<file path="src/rtl/regfile_wb_sequencer_pkg.sv">
// Shared Y86-64 constants and write-back sequencer state encoding.
// Imported by the sequencer and its bench.
package y86_pkg;

    localparam logic [3:0] REG_NONE = 4'hF;
    localparam logic [3:0] REG_RSP  = 4'h4;

    localparam logic [3:0] IHALT   = 4'd0;
    localparam logic [3:0] INOP    = 4'd1;
    localparam logic [3:0] IRRMOVQ = 4'd2;
    localparam logic [3:0] IIRMOVQ = 4'd3;
    localparam logic [3:0] IRMMOVQ = 4'd4;
    localparam logic [3:0] IMRMOVQ = 4'd5;
    localparam logic [3:0] IOPQ    = 4'd6;
    localparam logic [3:0] IJXX    = 4'd7;
    localparam logic [3:0] ICALL   = 4'd8;
    localparam logic [3:0] IRET    = 4'd9;
    localparam logic [3:0] IPUSHQ  = 4'd10;
    localparam logic [3:0] IPOPQ   = 4'd11;

    typedef enum logic [1:0] {
        IDLE = 2'd0,
        WR_E = 2'd1,
        WR_M = 2'd2,
        NOWR = 2'd3
    } wb_state_t;

    // First active state of a freshly captured bundle.
    function automatic logic [1:0] first_state(input logic need_e, input logic need_m);
        if (need_e)
            return WR_E;
        else if (need_m)
            return WR_M;
        else
            return NOWR;
    endfunction

endpackage

</file>
<file path="src/rtl/regfile_wb_sequencer_if.sv">
// Write-back bundle handshake plus register-file write port.
// slave = sequencer side, master = upstream stage / observer side.
interface regfile_wb_sequencer_if #(
    parameter int DATA_W = 64,
    parameter int REG_W  = 4
);
    logic              in_valid;
    logic              in_ready;
    logic [REG_W-1:0]  in_dstE;
    logic [DATA_W-1:0] in_valE;
    logic [REG_W-1:0]  in_dstM;
    logic [DATA_W-1:0] in_valM;
    logic              wr_en;
    logic [REG_W-1:0]  wr_addr;
    logic [DATA_W-1:0] wr_data;
    logic              retire;

    modport slave (
        input  in_valid, in_dstE, in_valE, in_dstM, in_valM,
        output in_ready, wr_en, wr_addr, wr_data, retire
    );

    modport master (
        output in_valid, in_dstE, in_valE, in_dstM, in_valM,
        input  in_ready, wr_en, wr_addr, wr_data, retire
    );
endinterface

</file>
<file path="src/rtl/regfile_wb_sequencer.sv">
// Serialises one instruction's E/M write-back onto a single regfile port; first write 1 cycle after accept,
// in_ready low only during the E half of a dual write. WB_PERF_CNT_EN adds retire/dual-write counters.
module regfile_wb_sequencer
    import y86_pkg::*;
#(
    parameter int               DATA_W = 64,
    parameter int               REG_W  = 4,
    parameter logic [REG_W-1:0] RNONE  = {REG_W{1'b1}}
) (
    input  logic                    clk,
    input  logic                    rst_n,
    regfile_wb_sequencer_if.slave   wb
`ifdef WB_PERF_CNT_EN
    ,
    output logic [31:0]             perf_retired,
    output logic [31:0]             perf_dual
`endif
);

    localparam logic [1:0] S_IDLE = IDLE;
    localparam logic [1:0] S_WR_E = WR_E;
    localparam logic [1:0] S_WR_M = WR_M;
    localparam logic [1:0] S_NOWR = NOWR;

    logic [1:0]        state_q, state_d;
    logic              alive_q;
    logic [REG_W-1:0]  dst_e_q, dst_m_q;
    logic [DATA_W-1:0] val_e_q, val_m_q;
    logic [DATA_W-1:0] last_data_q;
    logic              need_e_q, need_m_q;

    logic              need_e_in, need_m_in, accept;
    logic              wr_en_c, retire_c, in_ready_c;
    logic [REG_W-1:0]  wr_addr_c;
    logic [DATA_W-1:0] wr_data_c;

    // M wins over E when both target the same register (popq %rsp).
    assign need_m_in = (wb.in_dstM != RNONE);
    assign need_e_in = (wb.in_dstE != RNONE) && !(need_m_in && (wb.in_dstE == wb.in_dstM));
    assign accept    = wb.in_valid && in_ready_c;

    always_comb begin
        wr_en_c   = 1'b0;
        wr_addr_c = RNONE;
        wr_data_c = last_data_q;
        retire_c  = 1'b0;
        case (state_q)
            S_WR_E: begin
                wr_en_c   = 1'b1;
                wr_addr_c = dst_e_q;
                wr_data_c = val_e_q;
                retire_c  = !need_m_q;
            end
            S_WR_M: begin
                wr_en_c   = 1'b1;
                wr_addr_c = dst_m_q;
                wr_data_c = val_m_q;
                retire_c  = 1'b1;
            end
            S_NOWR: retire_c = 1'b1;
            default: ;
        endcase
    end

    // alive_q keeps ready low until the first edge after reset release.
    assign in_ready_c = alive_q && ((state_q == S_IDLE) || retire_c);

    always_comb begin
        state_d = S_IDLE;
        if ((state_q == S_WR_E) && need_m_q)
            state_d = S_WR_M;
        else if (accept)
            state_d = first_state(need_e_in, need_m_in);
    end

    always_ff @(posedge clk or negedge rst_n) begin
        if (!rst_n) begin
            state_q     <= S_IDLE;
            alive_q     <= 1'b0;
            dst_e_q     <= RNONE;
            dst_m_q     <= RNONE;
            val_e_q     <= '0;
            val_m_q     <= '0;
            need_e_q    <= 1'b0;
            need_m_q    <= 1'b0;
            last_data_q <= '0;
        end else begin
            state_q <= state_d;
            alive_q <= 1'b1;
            if (accept) begin
                dst_e_q  <= wb.in_dstE;
                dst_m_q  <= wb.in_dstM;
                val_e_q  <= wb.in_valE;
                val_m_q  <= wb.in_valM;
                need_e_q <= need_e_in;
                need_m_q <= need_m_in;
            end
            if (wr_en_c)
                last_data_q <= wr_data_c;
        end
    end

    assign wb.wr_en    = wr_en_c;
    assign wb.wr_addr  = wr_addr_c;
    assign wb.wr_data  = wr_data_c;
    assign wb.retire   = retire_c;
    assign wb.in_ready = in_ready_c;

`ifdef WB_PERF_CNT_EN
    logic [31:0] perf_retired_q, perf_dual_q;

    always_ff @(posedge clk or negedge rst_n) begin
        if (!rst_n) begin
            perf_retired_q <= '0;
            perf_dual_q    <= '0;
        end else begin
            if (retire_c)
                perf_retired_q <= perf_retired_q + 32'd1;
            if (accept && need_e_in && need_m_in)
                perf_dual_q <= perf_dual_q + 32'd1;
        end
    end

    assign perf_retired = perf_retired_q;
    assign perf_dual    = perf_dual_q;
`endif

endmodule

</file>
<file path="src/flat_wrapper.sv">
// flat-port wrapper written by rule: the top's interface ports become plain ports
module regfile_wb_sequencer_flat import y86_pkg::*;
#(
    parameter int               DATA_W = 64,
    parameter int               REG_W  = 4,
    parameter logic [REG_W-1:0] RNONE  = {REG_W{1'b1}}
)
  (clk, rst_n, wb_in_valid, wb_in_dstE, wb_in_valE, wb_in_dstM, wb_in_valM, wb_in_ready, wb_wr_en, wb_wr_addr, wb_wr_data, wb_retire);
  regfile_wb_sequencer_if #(.DATA_W(DATA_W), .REG_W(REG_W)) wb_i ();
  input  logic clk;
  input  logic rst_n;
  input wire logic [$bits(wb_i.in_valid)-1:0] wb_in_valid;
  input wire logic [$bits(wb_i.in_dstE)-1:0] wb_in_dstE;
  input wire logic [$bits(wb_i.in_valE)-1:0] wb_in_valE;
  input wire logic [$bits(wb_i.in_dstM)-1:0] wb_in_dstM;
  input wire logic [$bits(wb_i.in_valM)-1:0] wb_in_valM;
  output wire logic [$bits(wb_i.in_ready)-1:0] wb_in_ready;
  output wire logic [$bits(wb_i.wr_en)-1:0] wb_wr_en;
  output wire logic [$bits(wb_i.wr_addr)-1:0] wb_wr_addr;
  output wire logic [$bits(wb_i.wr_data)-1:0] wb_wr_data;
  output wire logic [$bits(wb_i.retire)-1:0] wb_retire;
  assign wb_i.in_valid = wb_in_valid;
  assign wb_i.in_dstE = wb_in_dstE;
  assign wb_i.in_valE = wb_in_valE;
  assign wb_i.in_dstM = wb_in_dstM;
  assign wb_i.in_valM = wb_in_valM;
  assign wb_in_ready = wb_i.in_ready;
  assign wb_wr_en = wb_i.wr_en;
  assign wb_wr_addr = wb_i.wr_addr;
  assign wb_wr_data = wb_i.wr_data;
  assign wb_retire = wb_i.retire;
  regfile_wb_sequencer #(.DATA_W(DATA_W), .REG_W(REG_W), .RNONE(RNONE)) u_core (.clk(clk), .rst_n(rst_n), .wb(wb_i));
endmodule
</file>
<file path="config.mk">
export PLATFORM = sky130hd
export DESIGN_NAME = regfile_wb_sequencer_flat
export DESIGN_NICKNAME = d
export VERILOG_FILES = /design/src/rtl/regfile_wb_sequencer_pkg.sv /design/src/rtl/regfile_wb_sequencer_if.sv /design/src/rtl/regfile_wb_sequencer.sv /design/src/flat_wrapper.sv
export SDC_FILE = /design/constraint.sdc
export NUM_CORES = 1
export LEC_CHECK = 0
export ABC_AREA = 1
export CAP_MARGIN = 20
export CORE_MARGIN = 4
export CORE_UTILIZATION = 40
export DETAILED_ROUTE_END_ITERATION = 6
export MAX_ROUTING_LAYER = met4
export PLACE_DENSITY = 0.73
export SYNTH_ARGS = -nofsm -noshare
export SYNTH_HDL_FRONTEND = slang
export SYNTH_SLANG_ARGS = --single-unit
</file>
<file path="constraint.sdc">
create_clock -name clk -period 1.8 [get_ports clk]
set_input_delay 0.54 -clock clk [delete_from_list [all_inputs] [get_ports clk]]
set_output_delay 0.54 -clock clk [all_outputs]
set_load 0.03 [all_outputs]
</file>
Yosys cells after proc, flatten, opt, wreduce, memory -nomap -nowiden. Index checks and enable logic that the tools add are counted.

Flip-flop bits (word level): 204. Input port bits: 139. Output and inout port bits: 71.

Equality and inequality tests: 6. Multiplexer cells: 8. Reductions and logical operators: 11.

Operators by type and width (number): case mux 64 bit (2 select lines) (1); inequality test 4 bit, second input constant (2); case mux 4 bit (2 select lines) (1); 2-to-1 mux 2 bit (3); logical AND 1 bit (5); == test 2 bit, second input constant (2); == test 4 bit (1); OR reduction 2 bit (2); == test 2 x 1 -> 1 bit, second input constant (1); zero test 1 bit (2); zero test 2 bit (1); 2-to-1 mux 1 bit (2); case mux 1 bit (2 select lines) (1); logical OR 1 bit (1).

Longest topological paths before layout. Gate-level depths: netlist (run 1).

Depth after elaboration: 8. Mapped depth: 11. Depth with buffers taken out: 8.

Worst setup path before layout (run 1). OpenSTA, ideal clock, no wires.

Kind: reg-to-output. Start: register u_core.state_q[0]. End: output wb_wr_data[55]. Data arrival time: 2013 ps. Setup slack: -753 ps. Cell stages (with the launch flop): 8. Path buffers: 3. Cells stage by stage: dfrtp_1 -> inv_1 -> ha_1 -> buf_2 -> buf_2 -> buf_2 -> nor2_1 -> a31oi_1.

Word-level cells in the longest chain between the ends: 2. Elaborated cells on any way between the ends: 3.

RTL lines: start, declared (line regfile_wb_sequencer.sv:25) `logic [1:0] state_q, state_d;`; start signal, assigned (line regfile_wb_sequencer.sv:88) `state_q <= state_d;`; == test 2 bit / == test 2 x 1 -> 1 bit (equally long branches) (line regfile_wb_sequencer.sv:47) `case (state_q)`; case mux 64 bit (2 select lines) (*) (line regfile_wb_sequencer.sv:47); end, declared (line flat_wrapper.sv:20) `output wire logic [$bits(wb_i.wr_data)-1:0] wb_wr_data;`.

Mark *: on every way between the ends. The rest lies on a longest branch, timed or not.

Worst setup path in the final report (run 1).
Start: register u_core.state_q[1]. End: output wb_wr_data[31].

The elaborated chain is that of the path after synthesis.

==> qor.yml, run 1 <==
synth.net_count: 1204
max-cap-violations: 0
drt_iter0_markers: 641
seq_area_mm2: 0.00511
r2r_end: "u_core.val_e_q[43]"
cts_htree_levels: 1
p_seq_share_pct: 30.6
core_mm2: 0.0219
cp-end-kind: "primary output"
start_util_pct: 40.8
groute.usage.overall_pct: 26.6
synthesis.area_mm2: 0.00892
dp.cells: 1602
multiInputGateArea_mm2: 0.00490
max-vdd-ir-drop_mv: 1.03
via_count: 9574
utilization_pct: 75.5
fin_crit_ns: 2.66
r2r_slack_ns: -0.59
die_h_um: 157
cts_buffers: 23
post-route-period-util_pct: 148
combPwrFrac_pct: 48.5
wire_per_inst_um: 21.5
cts_sinks: 204
swShare_pct: 38.3
grt_pass1_wl_mm: 50.2
reg2reg_from: "u_core.state_q[0]"
reg2reg_depth: 16
syn2layout_area_growth_pct: 85.4
worstHoldPathType: "register to register"
grt_max_degree: 51
yosysTopAreaCellShare_pct: 55.0
critPathLaunchType: "register"
antenna_found_initial: 1
synth_top_flop_cell: "dfrtp_1"
leakagePower_nw: 7.56
outcome: "complete, but fails checks"
synthTopCellsByCount: "nand2_1, dfrtp_1, a31oi_1, nor2_1, buf_2"
crit_type: "register to primary output"
yosys.area.top_type: "dfrtp_1"
nets: 1587
hold-path-endpoint: "u_core.dst_m_q[0]"
fin_skew_ns: 0.00968
cts_tree: "yes"
cts_buffer_depth: 3
gp_congestion: 0.846
dieArea_mm2: 0.0248
p_clk_share_pct: 20.8
ys_ff_latch: 204
antenna_left: 0
violations: "negative setup slack"
fill_cells: 1366
dp_hpwl_mm: 17.7
vias_per_cell: 5.50
min_path_cells: 2
cp_data_arrival_time_ns: 2.12
row_count: 54
grt_pass1_vias: 9556
fmax_mhz: 375
syn_avg_cell_area_um2: 8.41
synth_edf_count: 0
fin_ws_ns: -0.864
firstDrtPassIters: 5
async_flop_share_pct: 100
drc: 0
synthTopCellsByArea: "dfrtp_1, nand2_1, a31oi_1"
power_density_mw_per_mm2: 1400
insertion_delay_ns: 0.51
path_max_fanout: 10
overflow: 0
io_buffers: 209
yosys.cell_types.count: 21
slew_violations: 0
yosysMostFrequentCell: "nand2_1"
die_x_um: 157
path_clk_slew_ns: 0.06
whs_ns: 0.477
drive_gt1_share_pct: 41.7
internal_power_mw: 14.3
yosys_warnings: 0
routed_wl_mm: 37.5
p_total_mw: 23.1
worstHoldStart: "u_core.dst_m_q[0]"
cp.required_ns: 1.26
io_pins: 210
setup_violations: 210
synthCells: 1061
finalHoldViolCount: 0
finalNonFillerCells: 1740
grt_setup_unrepaired: "true"
seq_area_frac_synth_pct: 57.3
p_sw_mw: 8.86
ctsRootBufferMaster: "clkbuf_16"
## kinds of logic (layout without fill, tap and decap cells)
| family | Yosys count | in the layout | share of synthesized area (%) |
|---|---|---|---|
| adder cells (fa/ha/maj) | 4 | 4 | 0.561 |
| other | 1 | 2 | 0.0420 |
| AND/OR/NAND/NOR | 628 | 628 | 27.4 |
| AO/OA/AOI/OAI | 139 | 139 | 9.61 |
| buffers and inverters | 85 | 483 | 5.09 |
| flip-flops | 204 | 204 | 57.3 |
## area by class of cell
| type | count | share of cell area, % |
|---|---|---|
| repair inverters | 2 | 0.250 |
| well taps | 280 | 2.12 |
| inverters | 17 | 0.484 |
| clock inverters | 9 | 0.749 |
| repair buffers | 424 | 32.0 |
| diodes | 1 | 0.0151 |
| clock buffers | 31 | 3.84 |
| flip-flops and latches | 204 | 30.9 |
| multi-input cells | 772 | 29.6 |
## cells in the final DEF (no fill, tap or decap), types with 8 or more instances in the layout
cell type | synthesis | layout
a31oi_1 | 129 | 77
buf_16 | 0 | 28
buf_4 | 1 | 106
nor2_1 | 69 | 14
nand2_1 | 530 | 397
nor2_2 | 0 | 39
dfstp_2 | 8 | 8
clkdlybuf4s50_1 | 0 | 137
clkbuf_16 | 0 | 42
nor2_4 | 0 | 16
dfrtp_1 | 196 | 196
inv_1 | 15 | 13
buf_8 | 0 | 8
nand2_4 | 0 | 29
a31oi_4 | 0 | 47
buf_12 | 0 | 36
buf_6 | 13 | 87
nand2_2 | 21 | 124
## how the worst max path moves through the flow
stage               cells after the start               from  slack (ns)        endpoint
finish                                  8  u_core.state_q[1]       -0.86  wb_wr_data[31]
global route                            8  u_core.state_q[1]       -0.93  wb_wr_data[31]
CTS                                     7  u_core.state_q[0]       -0.82  wb_wr_data[11]
detailed placement                      7  u_core.state_q[0]       -0.30  wb_wr_data[32]
global placement                        7  u_core.state_q[0]       -0.28  wb_wr_data[23]
floorplan                               6  u_core.state_q[0]       -0.49  wb_wr_data[10]
## sequential cells by signal (all words and copies together) (netlist names)
register / cells
u_core.last_data_q: 64
u_core.val_e_q: 64
u_core.val_m_q: 64
u_core.dst_e_q: 4
u_core.dst_m_q: 4
u_core.state_q: 2
u_core.alive_q: 1
u_core.need_m_q: 1
## critical path, stage by stage (launching register included)
cell     delay (ns)
dfrtp_1        0.40
inv_2          0.09
buf_4          0.12
ha_4           0.21
buf_12         0.16
buf_12         0.14
nand2_2        0.07
a31oi_1        0.21
buf_4          0.20
## power by group through the flow
stage	logic, mW	registers, mW	clock network [mW]
after floorplan	5.03	6.59	0
after global placement	7.92	6.71	0
after detailed placement	8.11	6.74	0
after CTS	9.63	6.79	4.84
after global routing	11.8	7.18	5.03
final	11.2	7.08	4.82
## stage by stage
stage	instance area (µm²)	setup slack (ns)	TNS, ns
after global placement	12500	-0.277	-33.67
after CTS	15000	-0.824	-97.11
after global routing	16500	-0.932	-137.77
after detailed placement	12500	-0.305	-37.68
final	16500	-0.864	-122.60
after floorplan	9510	-0.489	-23.66
## layer usage
layer / vias to the layer above / GRT usage [%] / part of all wire (%)
met1: 4749 / 32.3 / 37
met5: - / - / 0
met4: 0 / 10.9 / 4.8
met3: 127 / 4.56 / 7.2
met2: 473 / 44.2 / 51
li1: 4225 / - / -
## timing repair
| item | 4_1_cts | 5_1_grt |
|---|---|---|
| gates cloned | 26 | 22 |
| endpoints found under the setup margin | 210 | 210 |
| pin swaps | 4 | 43 |
| buffers inserted | 34 | 21 |
| gates resized for setup | 195 | 253 |
| endpoints found under the hold margin | 30 | 0 |
| hold buffers | 1 | 0 |
Note: power is estimated with default switching activity, not from simulation.
==> run 2, diff against run 1 <==
--- a/config.mk
+++ b/config.mk
@@ -7,6 +7,7 @@
 export LEC_CHECK = 0
 export ABC_AREA = 1
 export CAP_MARGIN = 20
+export CORE_ASPECT_RATIO = 0.75
 export CORE_MARGIN = 4
 export CORE_UTILIZATION = 40
 export DETAILED_ROUTE_END_ITERATION = 6
==> run 2 against run 1 <==
Against the previous run: the run still ends with negative setup slack left; wire length decreased by 14%; clock power decreased by 6.0%; flip-flop and latch count unchanged; count of clock-buffer cells in the layout decreased by 2; non-clock buffer count decreased by 38; sequential share of layout area increased by 2.2 points; register-to-register slack improved by 0.23 ns; worst hold slack got worse by 0.0059 ns; critical path depth unchanged; first-iteration DRC count increased by 17%; combinational power about the same; power decreased by 2.5%; largest cell class is now registers.
==> qor.yml, run 2 (synthesis results as in run 1) <==
fmax_mhz: 386
row_count: 47
grt_max_degree: 43
syn2layout_area_growth_pct: 72.8
power_density_mw_per_mm2: 1460
io_buffers: 209
die_x_um: 180
layout_commonest_cell: "nand2_1"
nets: 1546
max-vdd-ir-drop_mv: 0.951
dp.cells: 1619
post-place-ws_ns: -0.300
post-route-period-util_pct: 144
met2_usage_pct: 34.8
drive_gt1_share_pct: 34.1
met1_usage_pct: 31.0
io_pins: 210
cts_buffer_depth: 3
gp_congestion: 0.841
diodes: 0
combPwrFrac_pct: 48.7
fin_skew_ns: 0.0136
critPathLaunchType: "register"
internal_power_mw: 14.0
p_seq_share_pct: 31.2
p_clk_share_pct: 20.1
ctsRootBufferMaster: "clkbuf_16"
fill_cells: 1573
grt_pass1_wl_mm: 44.2
cts_sinks: 204
die_h_um: 137
start_util_pct: 40.6
placed_area_mm2: 0.0125
fin_crit_ns: 2.59
wire_per_inst_um: 18.9
cp.required_ns: 1.26
drt_iter0_markers: 748
groute.usage.overall_pct: 22.4
via_count: 8949
leakagePower_nw: 6.94
path_max_fanout: 15
setup-tns-final_ns: -91.67
finalHoldViolCount: 0
swShare_pct: 37.8
grt_busiest_layer: "met2"
p_sw_mw: 8.52
grt_pass1_vias: 8640
routed_wl_mm: 32.3
vias_per_cell: 5.23
cts_htree_levels: 1
core_mm2: 0.0220
crit_type: "register to primary output"
cp-end-kind: "primary output"
max-cap-violations: 0
cts_tree: "yes"
overflow: 0
use_met3_pct: 4.54
violations: "negative setup slack"
p_total_mw: 22.5
firstDrtPassIters: 5
dp_hpwl_mm: 18.1
cts_buffers: 21
fin_ws_ns: -0.788
layout_common_cells: "nand2_1, dfrtp_1, clkdlybuf4s50_1"
cp_data_arrival_time_ns: 2.05
outcome: "complete, but fails checks"
drc: 0
fin_area_mm2: 0.0154
antenna_left: 0
reg.largest.list: "u_core.last_data_q: 64 flops, u_core.val_e_q: 64 flops, u_core.val_m_q: 64 flops"
setup_violations: 210
dieArea_mm2: 0.0248
grt_setup_unrepaired: "true"
insertion_delay_ns: 0.51
multiInputGateArea_mm2: 0.00468
path_clk_slew_ns: 0.06
finalNonFillerCells: 1712
worstHoldPathType: "register to register"
slew_violations: 0
antenna_found_initial: 0
seq_area_mm2: 0.00511
==> run 2: cell count changes in the layout (fill, tap and decap cells not counted), moves of 5 or more <==
cell | previous run | this run
a31oi_1 | 77 | 72
buf_16 | 28 | 6
nor2_4 | 16 | 21
nand2_2 | 124 | 55
nand2_4 | 29 | 7
a31oi_4 | 47 | 53
buf_12 | 36 | 31
buf_6 | 87 | 81
buf_4 | 106 | 101
nand2_1 | 397 | 488
==> run 2: what timing repair did <==
item / CTS / global route
gates resized for setup: 112 / 205
pin swaps: 7 / 39
hold endpoints to repair: 34 / 0
setup endpoints to repair: 210 / 210
gates cloned: 5 / 22
setup buffers: 8 / 19
hold buffers: 1 / 0
==> run 2: worst max-delay path, stage by stage, from the launching register on <==
cell and delay (ns):
dfrtp_1 0.39, inv_2 0.10, buf_6 0.11, ha_4 0.15, buf_12 0.12, buf_12 0.17, nand2_1 0.12, a31oi_4 0.23
buf_6 0.16
==> run 2: per-stage QoR <==
stage	utilization (%)	hold slack, ns
final	70.1	0.471
after global placement	57.0	0.462
after global routing	70.1	0.498
after detailed placement	57.0	0.464
after CTS	63.5	0.482
after floorplan	-	0.244
==> run 2: power by group through the flow <==
stage | clock network, mW | logic [mW] | registers [mW]
floorplan | 0 | 5.03 | 6.59
global placement | 0 | 8.02 | 6.73
detailed placement | 0 | 8.23 | 6.74
CTS | 4.58 | 9.28 | 6.74
global route | 4.80 | 11.6 | 7.17
finish | 4.53 | 11.0 | 7.02
==> run 2: worst paths after layout <==
path	start	endpoint	slack, ns	depth (start not counted)
max in group asynchronous	rst_n	u_core.dst_e_q[0]	0.67	3
worst min register to register	u_core.dst_m_q[1]	u_core.dst_m_q[1]	0.47	2
worst max-delay path	u_core.state_q[1]	wb_wr_data[38]	-0.79	8
worst max register to register	u_core.state_q[1]	u_core.val_e_q[2]	-0.36	14
min in group asynchronous	rst_n	u_core.last_data_q[51]	0.54	2
worst min-delay path	u_core.dst_m_q[1]	u_core.dst_m_q[1]	0.47	2
==> run 2: layout make-up <==
cell class	count	area share, %
Sequential cell	204	33.2
Multi-Input combinational cell	772	30.3
Timing Repair Buffer	386	28.9
Clock buffer	29	3.99
Tap cell	294	2.39
Clock inverter	9	0.641
Inverter	17	0.495
Timing Repair inverter	1	0.106
==> run 2: routing by layer <==
metal  share of wire, %  up-vias
li1                   -     4130
met5                  0        -
met4                2.0        0
met1                 43     4340
met2                 47      417
met3                7.9       62
==> run 3, diff against run 2 <==
--- a/config.mk
+++ b/config.mk
@@ -5,12 +5,11 @@
 export SDC_FILE = /design/constraint.sdc
 export NUM_CORES = 1
 export LEC_CHECK = 0
-export ABC_AREA = 1
 export CAP_MARGIN = 20
 export CORE_ASPECT_RATIO = 0.75
-export CORE_MARGIN = 4
 export CORE_UTILIZATION = 40
 export DETAILED_ROUTE_END_ITERATION = 6
+export HOLD_SLACK_MARGIN = 0.03
 export MAX_ROUTING_LAYER = met4
 export PLACE_DENSITY = 0.73
 export SYNTH_ARGS = -nofsm -noshare
==> run 3 against run 2 <==
Against the previous run: the run still ends with negative setup slack left; power is 6.8% higher; final area is 5.3% higher; via count is 18% lower.
==> qor.yml, run 3 <==
synthesis.area_mm2: 0.00896
synthTopCellsByCount: "dfrtp_1, a21oi_1, mux2_4, a22oi_1, nor2_1"
synth-simple-area-share_pct: 3.27
fin_area_mm2: 0.0162
dp_hpwl_mm: 16.2
async_flop_share_pct: 100
via_count: 7376
worst-path-buf-inv: 4
post-route-period-util_pct: 145
yosys_warnings: 0
synth_top_flop_cell: "dfrtp_1"
max-vdd-ir-drop_mv: 0.942
layout_common_cells: "dfrtp_1, clkdlybuf4s50_1, mux2_4"
power_density_mw_per_mm2: 1480
io_buffers: 209
groute.usage.overall_pct: 26.5
gp_congestion: 0.776
r2r_slack_ns: -0.56
fin_ws_ns: -0.817
grt_pass1_vias: 7820
worstHoldPathType: "register to register"
outcome: "complete, but fails checks"
ctsRootBufferMaster: "clkbuf_16"
drc: 0
max-cap-violations: 0
syn_avg_cell_area_um2: 13.1
fin_crit_ns: 2.62
synth.net_count: 825
synthCells: 682
fin_skew_ns: 0.00926
path_max_fanout: 14
cp-end-kind: "primary output"
fmax_mhz: 382
yosys.area.top_type: "dfrtp_1"
reg2reg_from: "u_core.state_q[1]"
yosys.cell_types.count: 26
die_x_um: 175
synth_xor_area_share_pct: 0.391
routed_wl_mm: 31.1
insertion_delay_ns: 0.51
wire_per_inst_um: 22.3
reg2reg_depth: 9
grt_setup_unrepaired: "true"
path_clk_slew_ns: 0.06
vias_per_cell: 5.31
yosysMostFrequentCell: "dfrtp_1"
cts_tree: "yes"
violations: "negative setup slack"
yosysTopAreaCellShare_pct: 54.7
crit_slowest_cell: "dfrtp_1"
dieArea_mm2: 0.0230
drt_iter0_markers: 477
synth-compound-area-share_pct: 13.5
cp_top_family: "buffers and inverters"
io_pins: 210
cpMostUsedCell: "buf_6"
seq_area_frac_synth_pct: 57.1
utilization_pct: 73.8
ys_ff_latch: 204
leakagePower_nw: 6.76
antenna_left: 0
hold-path-endpoint: "u_core.val_m_q[15]"
synthTopCellsByArea: "dfrtp_1, mux2_4, a21oi_1"
start_util_pct: 40.8
antenna_found_initial: 3
slew_violations: 0
core_mm2: 0.0220
synth_fa_ha_area_share_pct: 0.558
worst_path_largest_cell_delay_ns: 0.40
finalHoldViolCount: 0
die_h_um: 132
synth_mux_area_share_pct: 21.7
layout_commonest_cell: "dfrtp_1"
r2r_end: "u_core.val_e_q[44]"
synth_top_family_by_area: "multiplexers"
cts_buffers: 22
cp.required_ns: 1.26
cts_buffer_depth: 3
cts_sinks: 204
cts_htree_levels: 1
drive_gt1_share_pct: 61.2
nets: 1223
overflow: 0
worstHoldStart: "u_core.val_m_q[15]"
synth_edf_count: 0
cp_data_arrival_time_ns: 2.08
min_path_cells: 1
setup-tns-final_ns: -116.21
critPathLaunchType: "register"
syn2layout_area_growth_pct: 81.1
reg.largest.list: "u_core.last_data_q: 64 flops, u_core.val_e_q: 64 flops, u_core.val_m_q: 64 flops"
grt_pass1_wl_mm: 45.8
row_count: 47
worstPathCellList: "buf_6 -> ha_4 -> buf_12 -> buf_6 -> a22oi_2 -> a21oi_4 -> buf_6"
crit_type: "register to primary output"
grt_max_degree: 44
firstDrtPassIters: 5
placed_area_mm2: 0.0129
setup_violations: 211
run 3: changes by cell type after synthesis, moves of 4 or more:
cell / change
clkbuf_1: +12
a31oi_1: -129
buf_2: -25
inv_1: -13
a22oi_1: +68
nor2_1: -5
o21ai_0: -9
nand2_2: -21
a21oi_1: +128
mux2_2: +29
nand2_1: -524
nand3_1: -4
mux2_4: +108
run 3: kinds of logic (layout without fill, tap and decap cells):
family          count (synthesis)  in the layout
flops                         204            204
fa+ha+maj                       4              4
compound gates                202            202
simple gates                   75             75
buf+inv                        55            465
other cells                     1              5
xor+xnor                        4              4
mux                           137            137
run 3: report_power, final:
part           leakage [nW]  switching [mW]  internal (mW)  total (mW)
registers              2.39            1.13           6.24        7.37
logic                  4.03            6.02           6.36        12.4
clock network         0.331            1.88           2.45        4.33
run 3: timing repair:
action	4_1_cts	5_1_grt
setup endpoints to repair	208	212
hold endpoints to repair	25	0
gates cloned	27	6
pin swaps	46	37
setup buffers	39	33
hold buffers	1	0
gates resized for setup	251	68
run 3: stage by stage:
step	power [mW]	setup WS, ns	instances	hold slack (ns)
3_5_place_dp	16.6	-0.432	1248	0.493
2_1_floorplan	13.4	-0.213	682	0.244
4_1_cts	23.2	-0.828	1350	0.511
3_3_place_gp	16.3	-0.402	1248	0.491
6_report	24.1	-0.817	1390	0.532
5_1_grt	25.1	-0.868	1389	0.544
run 3: final cells by class:
type                    count  area (µm²)
diodes                      4        10.0
clock buffers              31         636
clock inverters             5        32.5
fillers                  1293        5760
inverters                   2        7.51
multi-input cells         423        4860
flip-flops and latches    204        5110
well taps                 294         368
repair buffers            427        5200
run 3: per-layer routing:
metal	up-vias	wire length [µm]	global-route usage (%)
met5	-	0	-
met2	287	14700	41.3
met3	48	2140	5.79
met4	0	580	4.64
met1	3761	13600	36.0
li1	3280	-	-
run 3: worst max path at each step:
stage | start | endpoint | slack, ns | cells after the start
2_1_floorplan | u_core.state_q[0] | u_core.val_e_q[18] | -0.21 | 8
3_3_place_gp | wb_in_valid | u_core.val_e_q[25] | -0.40 | 4
3_5_place_dp | wb_in_valid | u_core.val_e_q[32] | -0.43 | 4
4_1_cts | u_core.state_q[0] | wb_wr_data[30] | -0.83 | 7
5_1_grt | u_core.state_q[0] | wb_wr_data[38] | -0.87 | 7
6_report | u_core.state_q[0] | wb_wr_data[6] | -0.82 | 7
